===== src/rtl/mul_div_unit_if.sv =====
// Execute-stage port bundle of the HI/LO multiply/divide unit.
// The pipeline drives through the master modport; the unit uses the slave modport.
interface mul_div_unit_if;
  logic        issue_en;
  logic [1:0]  MULT;
  logic [1:0]  DIV;
  logic [1:0]  MFHL;
  logic [1:0]  MTHL;
  logic        flush;
  logic [31:0] rs_value;
  logic [31:0] rt_value;
  logic        busy;
  logic        stall;
  logic [31:0] hl_rdata;

  modport master (
    output issue_en, MULT, DIV, MFHL, MTHL, flush, rs_value, rt_value,
    input  busy, stall, hl_rdata
  );

  modport slave (
    input  issue_en, MULT, DIV, MFHL, MTHL, flush, rs_value, rt_value,
    output busy, stall, hl_rdata
  );
endinterface


===== src/rtl/mul_div_unit.sv =====
// HI/LO multiply/divide unit: 32-cycle restoring divide and shift-add multiply on magnitudes.
// Define MDU_FAST_MULT_EN to make multiply a single-cycle combinational operation.
module mul_div_unit (
  input  logic          clk,
  input  logic          rst,
  mul_div_unit_if.slave bus
);
  typedef enum logic {IDLE, RUN} state_e;
  typedef enum logic [1:0] {OP_DIV, OP_DIVU, OP_MULT, OP_MULTU} op_e;

  state_e      state_q, state_d;
  op_e         op_q, op_d, op_sel;
  logic [4:0]  cnt_q, cnt_d;
  logic [31:0] hi_q, hi_d, lo_q, lo_d;
  logic [31:0] opnd_q, opnd_d;       // |divisor| for divide, |multiplicand| for multiply
  logic [31:0] acc_hi_q, acc_hi_d;   // partial remainder / upper product
  logic [31:0] acc_lo_q, acc_lo_d;   // dividend->quotient / multiplier->lower product
  logic        neg_q, neg_d, rem_neg_q, rem_neg_d;

  logic        any_div, any_mult, sel_signed, issue_ok, start, run_start, mthl_ok, is_div;
  logic [31:0] rs_abs, rt_abs, step_hi, step_lo;
  logic [32:0] trial, sum;
  logic [63:0] prod;
`ifdef MDU_FAST_MULT_EN
  logic [63:0] fast_prod;
`endif

  function automatic logic [31:0] abs32(input logic [31:0] v, input logic sgn);
    return (sgn && v[31]) ? (32'd0 - v) : v;
  endfunction

  always_comb begin
    any_div  = |bus.DIV;
    any_mult = |bus.MULT;
    if (bus.DIV[0])       op_sel = OP_DIV;
    else if (bus.DIV[1])  op_sel = OP_DIVU;
    else if (bus.MULT[0]) op_sel = OP_MULT;
    else                  op_sel = OP_MULTU;
  end

  assign sel_signed = (op_sel == OP_DIV) || (op_sel == OP_MULT);
  assign rs_abs     = abs32(bus.rs_value, sel_signed);
  assign rt_abs     = abs32(bus.rt_value, sel_signed);
  assign issue_ok   = bus.issue_en && !bus.flush && (state_q == IDLE);
  assign start      = issue_ok && (any_div || any_mult);
  assign mthl_ok    = issue_ok && !start;
  assign is_div     = (op_q == OP_DIV) || (op_q == OP_DIVU);

`ifdef MDU_FAST_MULT_EN
  assign run_start = issue_ok && any_div;
  assign fast_prod = {{32{sel_signed & bus.rs_value[31]}}, bus.rs_value}
                   * {{32{sel_signed & bus.rt_value[31]}}, bus.rt_value};
`else
  assign run_start = start;
`endif

  // One iteration: restoring-divide trial subtract, or shift-add multiply step.
  always_comb begin
    trial = {acc_hi_q, acc_lo_q[31]} - {1'b0, opnd_q};
    sum   = {1'b0, acc_hi_q} + (acc_lo_q[0] ? {1'b0, opnd_q} : 33'd0);
    if (is_div) begin
      if (!trial[32]) begin
        step_hi = trial[31:0];
        step_lo = {acc_lo_q[30:0], 1'b1};
      end else begin
        step_hi = {acc_hi_q[30:0], acc_lo_q[31]};
        step_lo = {acc_lo_q[30:0], 1'b0};
      end
    end else begin
      step_hi = sum[32:1];
      step_lo = {sum[0], acc_lo_q[31:1]};
    end
    prod = {step_hi, step_lo};
  end

  always_comb begin
    // NOTE: every _d takes its held value first so no path through this block infers a latch.
    state_d   = state_q;
    op_d      = op_q;
    cnt_d     = cnt_q;
    hi_d      = hi_q;
    lo_d      = lo_q;
    opnd_d    = opnd_q;
    acc_hi_d  = acc_hi_q;
    acc_lo_d  = acc_lo_q;
    neg_d     = neg_q;
    rem_neg_d = rem_neg_q;
    case (state_q)
      IDLE: begin
        if (run_start) begin
          state_d   = RUN;
          op_d      = op_sel;
          cnt_d     = 5'd0;
          neg_d     = sel_signed && (bus.rs_value[31] ^ bus.rt_value[31]);
          rem_neg_d = sel_signed && bus.rs_value[31];
          acc_hi_d  = 32'd0;
          acc_lo_d  = any_div ? rs_abs : rt_abs;
          opnd_d    = any_div ? rt_abs : rs_abs;
        end
`ifdef MDU_FAST_MULT_EN
        else if (start) begin
          {hi_d, lo_d} = fast_prod;
        end
`endif
        else if (mthl_ok) begin
          if (bus.MTHL[1]) hi_d = bus.rs_value;
          if (bus.MTHL[0]) lo_d = bus.rs_value;
        end
      end
      RUN: begin
        if (bus.flush) begin
          state_d = IDLE;
        end else begin
          acc_hi_d = step_hi;
          acc_lo_d = step_lo;
          cnt_d    = cnt_q + 5'd1;
          if (cnt_q == 5'd31) begin
            state_d = IDLE;
            if (is_div) begin
              // A zero divisor runs the full length but leaves HI/LO untouched.
              if (opnd_q != 32'd0) begin
                lo_d = neg_q     ? (32'd0 - step_lo) : step_lo;
                hi_d = rem_neg_q ? (32'd0 - step_hi) : step_hi;
              end
            end else begin
              {hi_d, lo_d} = neg_q ? (64'd0 - prod) : prod;
            end
          end
        end
      end
      default: state_d = IDLE;
    endcase
  end

  always_ff @(posedge clk or posedge rst) begin
    if (rst) begin
      state_q   <= IDLE;
      op_q      <= OP_DIV;
      cnt_q     <= 5'd0;
      hi_q      <= 32'd0;
      lo_q      <= 32'd0;
      opnd_q    <= 32'd0;
      acc_hi_q  <= 32'd0;
      acc_lo_q  <= 32'd0;
      neg_q     <= 1'b0;
      rem_neg_q <= 1'b0;
    end else begin
      // NOTE: non-blocking updates so every flop samples the pre-edge value of the others.
      state_q   <= state_d;
      op_q      <= op_d;
      cnt_q     <= cnt_d;
      hi_q      <= hi_d;
      lo_q      <= lo_d;
      opnd_q    <= opnd_d;
      acc_hi_q  <= acc_hi_d;
      acc_lo_q  <= acc_lo_d;
      neg_q     <= neg_d;
      rem_neg_q <= rem_neg_d;
    end
  end

  assign bus.busy     = (state_q == RUN);
  assign bus.stall    = bus.busy && bus.issue_en && (|{bus.MULT, bus.DIV, bus.MFHL, bus.MTHL});
  assign bus.hl_rdata = bus.MFHL[1] ? hi_q : lo_q;
endmodule


===== src/flat_wrapper.sv =====
// flat-port wrapper written by rule: the top's interface ports become plain ports
module mul_div_unit_flat 
  (clk, rst, bus_issue_en, bus_MULT, bus_DIV, bus_MFHL, bus_MTHL, bus_flush, bus_rs_value, bus_rt_value, bus_busy, bus_stall, bus_hl_rdata);
  mul_div_unit_if bus_i ();
  input  logic clk;
  input  logic rst;
  input wire logic [$bits(bus_i.issue_en)-1:0] bus_issue_en;
  input wire logic [$bits(bus_i.MULT)-1:0] bus_MULT;
  input wire logic [$bits(bus_i.DIV)-1:0] bus_DIV;
  input wire logic [$bits(bus_i.MFHL)-1:0] bus_MFHL;
  input wire logic [$bits(bus_i.MTHL)-1:0] bus_MTHL;
  input wire logic [$bits(bus_i.flush)-1:0] bus_flush;
  input wire logic [$bits(bus_i.rs_value)-1:0] bus_rs_value;
  input wire logic [$bits(bus_i.rt_value)-1:0] bus_rt_value;
  output wire logic [$bits(bus_i.busy)-1:0] bus_busy;
  output wire logic [$bits(bus_i.stall)-1:0] bus_stall;
  output wire logic [$bits(bus_i.hl_rdata)-1:0] bus_hl_rdata;
  assign bus_i.issue_en = bus_issue_en;
  assign bus_i.MULT = bus_MULT;
  assign bus_i.DIV = bus_DIV;
  assign bus_i.MFHL = bus_MFHL;
  assign bus_i.MTHL = bus_MTHL;
  assign bus_i.flush = bus_flush;
  assign bus_i.rs_value = bus_rs_value;
  assign bus_i.rt_value = bus_rt_value;
  assign bus_busy = bus_i.busy;
  assign bus_stall = bus_i.stall;
  assign bus_hl_rdata = bus_i.hl_rdata;
  mul_div_unit u_core (.clk(clk), .rst(rst), .bus(bus_i));
endmodule

===== config.mk =====
export PLATFORM = sky130hd
export DESIGN_NAME = mul_div_unit_flat
export DESIGN_NICKNAME = d
export VERILOG_FILES = /design/src/rtl/mul_div_unit_if.sv /design/src/rtl/mul_div_unit.sv /design/src/flat_wrapper.sv
export SDC_FILE = /design/constraint.sdc
export NUM_CORES = 1
export LEC_CHECK = 0
export CAP_MARGIN = 0
export CORE_MARGIN = 2
export CORE_UTILIZATION = 50
export DETAILED_ROUTE_END_ITERATION = 7
export HOLD_SLACK_MARGIN = 0.02
export PLACE_DENSITY_LB_ADDON = 0.08
export SLEW_MARGIN = 0
export SYNTH_ARGS = -nofsm -noshare
export SYNTH_HDL_FRONTEND = slang
export SYNTH_SLANG_ARGS = --single-unit
export TNS_END_PERCENT = 1

===== constraint.sdc =====
create_clock -name clk -period 7.35 [get_ports clk]
set_input_delay 1.1025 -clock clk [delete_from_list [all_inputs] [get_ports clk]]
set_output_delay 1.1025 -clock clk [all_outputs]
set_load 0.02 [all_outputs]

==> results_dict.tcl, run 1 <==
set metrics [dict create \
    ys_ff_latch 169 \
    synth_flop_cell "dfrtp_1" \
    ant_nets 0 \
    cts.htree.levels 4 \
    max_slew.worst_pin.slew_ns 1.21 \
    die_y_um 185 \
    seq_area_frac_synth_pct 25.7 \
    clock_path_buffers 2 \
    cts-resized-gates 0 \
    p_switching_uw 4210 \
    synth_warnings 0 \
    critPathMaxFanout 7 \
    p_int_uw 3610 \
    grt_use_met3_pct 8.67 \
    die-area_um2 34300 \
    critPathLaunchType "flip-flop" \
    cts_inserted_buffers 17 \
    globalplace.congestion 1.00 \
    hp-class "flip-flop to flip-flop" \
    crit_buf_inv 2 \
    cp_top_family "simple AND/OR/NAND/NOR gates" \
    grt_pass1_wl_um 96400 \
    drt-initial-drc-count 2220 \
    cp_slowest_stage_delay_ns 0.45 \
    grt_max_degree 87 \
    cts_tree "done" \
    via_per_inst 6.38 \
    postCtsSetupRepairBufs 0 \
    crit_top_cell "o21ai_0" \
    relSlewSlack_pct 19.0 \
    post-dp-hpwl_um 48900 \
    status "completed" \
    ir_drop_mv 0.182 \
    utilization_pct 56.8 \
    hold_viol_final 0 \
    rows 66 \
    grt_busiest_layer "met2" \
    pwr_density_cell_nw_per_um2 425 \
    synthCells 2187 \
    port_buffers 109 \
    antenna_found_initial 1 \
    fmax_mhz 165 \
    drive_gt1_share_pct 6.56 \
    path_cells "inv_1 -> ha_1 -> fa_1 -> nand2b_1 -> a21oi_1 -> o21ai_2 -> a21oi_2 -> a211oi_4 -> xnor2_2 -> nand2_1 -> nand2_1 -> inv_1 -> ha_1 -> o2111ai_1 -> nor4_1 -> o21ai_0 -> or2_2 -> nand2b_1 -> nor2_1 -> or2_2 -> nand4_1 -> o21ai_0 -> xor2_1 -> o21ai_0" \
    start_util_pct 50.7 \
    clk_pin_slew_ns 0.08 \
    finalSetupViolations 0 \
    nFillCells 3138 \
    syn2layout_area_growth_pct 12.2 \
    arrival_ns 6.39 \
    synthTopCellsByArea "dfrtp_1 26%, a21oi_1 7.4%, o21ai_0 5.8%" \
    track_usage_pct 37.4 \
    critPathSlowestCell "dfrtp_1" \
    wire_per_inst_um 23.9 \
    mostFrequentLayoutCells "244 x a21oi_1, 243 x nand2_1, 229 x nor2_1" \
    tns_ns 0 \
    insertion_delay_ns 0.47 \
    final_common_cell "a21oi_1" \
    rsz0062_at_grt "no" \
    worstSetupPathType "flip-flop to flip-flop" \
    worst_setup_path_end_kind "flip-flop" \
    routed_wl_um 63900 \
    core_um2 32500 \
    maxCapViolations 0 \
    power_frac_seq_pct 20.7 \
    synth_top_area_share_pct 25.7 \
    first_global_vias 15400 \
    cts_sinks 169 \
    met1_usage_pct 53.8 \
    min_period_over_period_pct 82.7 \
    pin_count 110 \
    syn-num-nets 2335 \
    skew_ns 0.0223 \
    dr.pass1.iters 6 \
    slew_violations 0 \
    clockRootBuffer "clkbuf_16" \
    async_flop_share_pct 100 \
    drcViolationCount 0 \
    postCtsHoldBufs 0 \
    min_period_ns 6.08 \
    synth_cell_types 86 \
    sw_frac_of_total_pct 53.8 \
    overflow 0 \
    die_width_um 185 \
    synth-edff-count 0 \
    p_clk_share_pct 12.6 \
    via_count 17000 \
    r2r_setup_slack_ns 1.27 \
    synth_area_um2 16400 \
    synth_top_cell_by_area "dfrtp_1" \
    syn_area_per_cell_um2 7.52 \
    cp.required_ns 7.66 \
    power_frac_comb_pct 66.6 \
    use_met2_pct 55.4 \
    cellLeakagePower_uw 0.00763 \
    layout.nets 2361 \
]
==> state kept, by name, summed over array words and instances, names as in the netlist, 5 cells and up <==
register and cells:
u_core.lo_q 32, u_core.acc_hi_q 32, u_core.hi_q 32, u_core.acc_lo_q 32, u_core.opnd_q 32, u_core.cnt_q 5
==> worst paths after layout <==
path                                            startpoint                         endpoint  depth (start not counted)
hold reg to reg                u_core.hi_q[10]$_DFFE_PP0P_      u_core.hi_q[10]$_DFFE_PP0P_                          2
setup / recovery           u_core.acc_lo_q[31]$_DFFE_PP0P_      u_core.hi_q[16]$_DFFE_PP0P_                         24
min in group asynchronous                              rst  u_core.acc_hi_q[11]$_DFFE_PP0P_                          2
setup reg to reg           u_core.acc_lo_q[31]$_DFFE_PP0P_      u_core.hi_q[16]$_DFFE_PP0P_                         24
hold / removal                 u_core.hi_q[10]$_DFFE_PP0P_      u_core.hi_q[10]$_DFFE_PP0P_                          2
max in group asynchronous                              rst  u_core.acc_lo_q[25]$_DFFE_PP0P_                          3
==> power by group through the flow <==
stage | Clock, uW | Combinational, uW | Sequential [uW]
after global routing | 1030 | 5590 | 1660
after global placement | 0 | 5040 | 1610
final | 989 | 5220 | 1620
after CTS | 991 | 5070 | 1610
after floorplan | 0 | 3510 | 1470
after detailed placement | 0 | 5040 | 1630
==> cell type report <==
type | instances | area, um2 | area share [%]
Antenna cell | 1 | 2.50 | 0.0136
Clock buffer | 17 | 425 | 2.31
Clock inverter | 15 | 195 | 1.06
Inverter | 75 | 287 | 1.55
Multi-Input combinational cell | 1813 | 11400 | 62.0
Sequential cell | 169 | 4240 | 23.0
Tap cell | 442 | 553 | 3.00
Timing Repair Buffer | 137 | 1300 | 7.06
==> Yosys cell counts, types with 5 or more instances <==
master / count
a211oi_1: 17
a21o_1: 18
a21oi_1: 244
a22o_1: 24
a31oi_1: 25
and2_1: 46
and3_1: 17
buf_1: 15
buf_2: 18
clkbuf_1: 91
dfrtp_1: 169
ha_1: 70
inv_1: 74
mux2_2: 39
mux2i_1: 67
nand2_1: 244
nand2b_1: 22
nand3_1: 42
nand4_1: 22
nor2_1: 231
nor2b_1: 28
nor3_1: 47
nor3b_1: 17
nor4_1: 22
nor4_2: 5
o211a_1: 5
o211ai_1: 21
o21a_1: 12
o21ai_0: 189
o21ai_1: 12
o21bai_1: 8
o221ai_1: 8
o31ai_1: 27
o41ai_1: 13
or2_2: 9
or3_1: 14
or4_1: 8
xnor2_1: 78
xor2_1: 80
==> metal layers <==
layer	vias to the layer above	wire length, um
met2	835	26900
met3	94	6510
li1	7892	-
met1	8213	28400
met5	-	0
met4	0	2050
==> cell families (layout without fill, tap and decap cells) <==
| logic type | after synthesis | in the layout | share of synthesized area [%] |
|---|---|---|---|
| and+or+nand+nor | 789 | 789 | 22.8 |
| AOI/OAI and AO/OA | 686 | 686 | 25.6 |
| buffers and inverters | 205 | 244 | 5.01 |
| DFF | 169 | 169 | 25.7 |
| xor gates and xnor gates | 159 | 159 | 8.52 |
| muxes | 107 | 107 | 6.82 |
| adders and majority gates | 72 | 72 | 5.57 |
| other | 0 | 1 | 0 |
==> tightest hold or removal path, stage by stage, from the launching register on <==
cell	delay, ns
dfrtp_1	0.35
nand2_1	0.05
nand2_1	0.05
==> stage by stage <==
| stage | total power (uW) | hold slack (ns) | instances | worst slack [ns] | instance area (um2) |
|---|---|---|---|---|---|
| after floorplan | 4980 | 0.433 | 2187 | 1.67 | 16400 |
| after global placement | 6650 | 0.448 | 2636 | 1.59 | 17800 |
| after detailed placement | 6660 | 0.452 | 2636 | 1.47 | 17800 |
| after CTS | 7670 | 0.471 | 2668 | 1.43 | 18400 |
| after global routing | 8280 | 0.493 | 2668 | 0.856 | 18400 |
| final | 7830 | 0.469 | 2669 | 1.27 | 18400 |
No activity file was read; power rests on OpenSTA's default activity.
==> run 2, diff against run 1 <==
- clock period: 7.35 -> 4.9 ns (I/O delays scaled with it)
==> run 2 against run 1 <==
Non-clock buffer count grew 170. Maximum frequency grew 25%. Design area grew 7.3%. Flip-flop and latch count is the same. Combinational power grew 76%. Sequential share of layout area shrank 1.6 points. Cell count grew 6.4%. Via count grew 2.3%. Power grew 66%. Register-to-register slack lost 1.2 ns. Hold slack gained 0.0062 ns. Largest cell class unchanged. Largest power group unchanged.
==> results_dict.tcl, run 2 (synthesized netlist as in run 1, its figures left out) <==
set metrics [dict create \
    drive_gt1_share_pct 13.6 \
    syn2layout_area_growth_pct 20.4 \
    ant_nets 0 \
    clockRootBuffer "clkbuf_16" \
    cellLeakagePower_uw 0.00846 \
    drcViolationCount 0 \
    status "completed" \
    seq_area_um2 4240 \
    skew_ns 0.0170 \
    postCtsHoldBufs 0 \
    hold_viol_final 0 \
    min_period_over_period_pct 99.0 \
    globalplace.congestion 1.01 \
    die_width_um 185 \
    pin_count 110 \
    insertion_delay_ns 0.47 \
    pwr_density_cell_nw_per_um2 655 \
    dr.pass1.iters 5 \
    hp-class "flip-flop to flip-flop" \
    port_buffers 109 \
    worstSetupPathType "flip-flop to flip-flop" \
    final_common_cell "a21oi_1" \
    mostFrequentLayoutCells "244 x a21oi_1, 243 x nand2_1, 229 x nor2_1" \
    cts.htree.levels 4 \
    via_per_inst 6.14 \
    grt_use_met3_pct 10.3 \
    worst_setup_path_end_kind "flip-flop" \
    finalSetupViolations 0 \
    cp.required_ns 5.22 \
    use_met2_pct 56.6 \
    drt-initial-drc-count 2086 \
    grt_max_degree 170 \
    final_area_um2 19800 \
    layout.nets 2531 \
    ir_drop_mv 0.339 \
    grt_pass1_wl_um 98400 \
    die-area_um2 34300 \
    slew_violations 0 \
    critPathLaunchType "flip-flop" \
    via_count 17400 \
    cts_sinks 169 \
    fmax_mhz 206 \
    core_um2 32500 \
    clock_path_buffers 2 \
    critPathMaxFanout 9 \
    arrival_ns 5.18 \
    post-dp-hpwl_um 52200 \
    cts_tree "done" \
    relSlewSlack_pct 29.1 \
    rows 66 \
    first_global_vias 16400 \
    clk_pin_slew_ns 0.07 \
    maxCapViolations 0 \
    met1_usage_pct 53.5 \
    rsz0062_at_grt "yes" \
    wire_per_inst_um 23.2 \
    grt_busiest_layer "met2" \
    overflow 0 \
    start_util_pct 50.7 \
    track_usage_pct 38.6 \
    antenna_found_initial 1 \
    nFillCells 3135 \
    cts_inserted_buffers 17 \
    max_slew.worst_pin.slew_ns 1.06 \
    routed_wl_um 65800 \
    min_period_ns 4.85 \
    placed_area_um2 19100 \
    multiInputGateArea_um2 11500 \
    die_y_um 185 \
    whs_ns 0.476 \
]
run 2: cell count changes in the layout (fill, tap and decap cells not counted), sizes merged:
cell      previous run  this run
buf                 28       198
clkbuf              17        18
clkinv               6         3
inv                 83        82
clkinvlp             0         3
run 2: timing repair:
action                                  4_1_cts  5_1_grt
buffers inserted                              0        1
resized for setup                             1       13
endpoints found under the setup margin        1       22
pin swaps                                     0        4
run 2: power breakdown:
group	switching (uW)	total, uW	internal [uW]
registers	462	2340	1880
logic	5480	9200	3730
clock network	675	1410	736
total	6610	13000	6340
run 2: through the flow:
stage / std cells / total power, uW / TNS, ns / setup WS [ns] / utilization [%]
2_1_floorplan: 2187 / 7470 / -0.617 / -0.272 / -
3_3_place_gp: 2805 / 11200 / 0 / 0.117 / 59.0
3_5_place_dp: 2805 / 11300 / 0 / 0.00922 / 59.0
4_1_cts: 2837 / 12700 / 0 / 0.0431 / 60.8
5_1_grt: 2838 / 13700 / -0.659 / -0.148 / 61.0
6_report: 2839 / 13000 / 0 / 0.0472 / 61.0
run 2: area by class of cell:
class	instances	area share [%]
multi-input cells	1813	58.1
clock inverters	14	0.771
inverters	75	1.44
repair buffers	307	13.3
clock buffers	18	2.22
well taps	442	2.79
diodes	1	0.0126
flip-flops and latches	169	21.4
run 2: per-layer routing:
layer	wire length (um)	up-vias
met5	0	-
met2	27600	808
met3	6400	124
met1	28800	8273
li1	-	8228
met4	2920	0
run 2: worst paths after layout:
check,from,endpoint,slack [ns],cells past startpoint
setup reg to reg,u_core.acc_hi_q[5]$_DFFE_PP0P_,u_core.hi_q[17]$_DFFE_PP0P_,0.05,17
max in group asynchronous,rst,u_core.bus.busy$_DFF_PP0_,3.15,3
hold reg to reg,u_core.hi_q[9]$_DFFE_PP0P_,u_core.hi_q[9]$_DFFE_PP0P_,0.48,1
setup / recovery,u_core.acc_hi_q[5]$_DFFE_PP0P_,u_core.hi_q[17]$_DFFE_PP0P_,0.05,17
min in group asynchronous,rst,u_core.lo_q[15]$_DFFE_PP0P_,0.87,3
hold / removal,u_core.hi_q[9]$_DFFE_PP0P_,u_core.hi_q[9]$_DFFE_PP0P_,0.48,1
run 2: critical path, cell delays in order (launching register included):
cell      delay [ns]
dfrtp_1         0.45
ha_1            0.25
a21oi_1         0.35
nand2_1         0.17
o21ai_2         0.19
a21oi_2         0.10
buf_4           0.14
buf_4           0.15
a211oi_2        0.67
nor3_1          0.15
a211o_1         0.40
a2111o_1        0.47
nor4_1          0.31
buf_4           0.17
inv_2           0.04
o41ai_1         0.29
xor2_1          0.34
o21ai_1         0.09
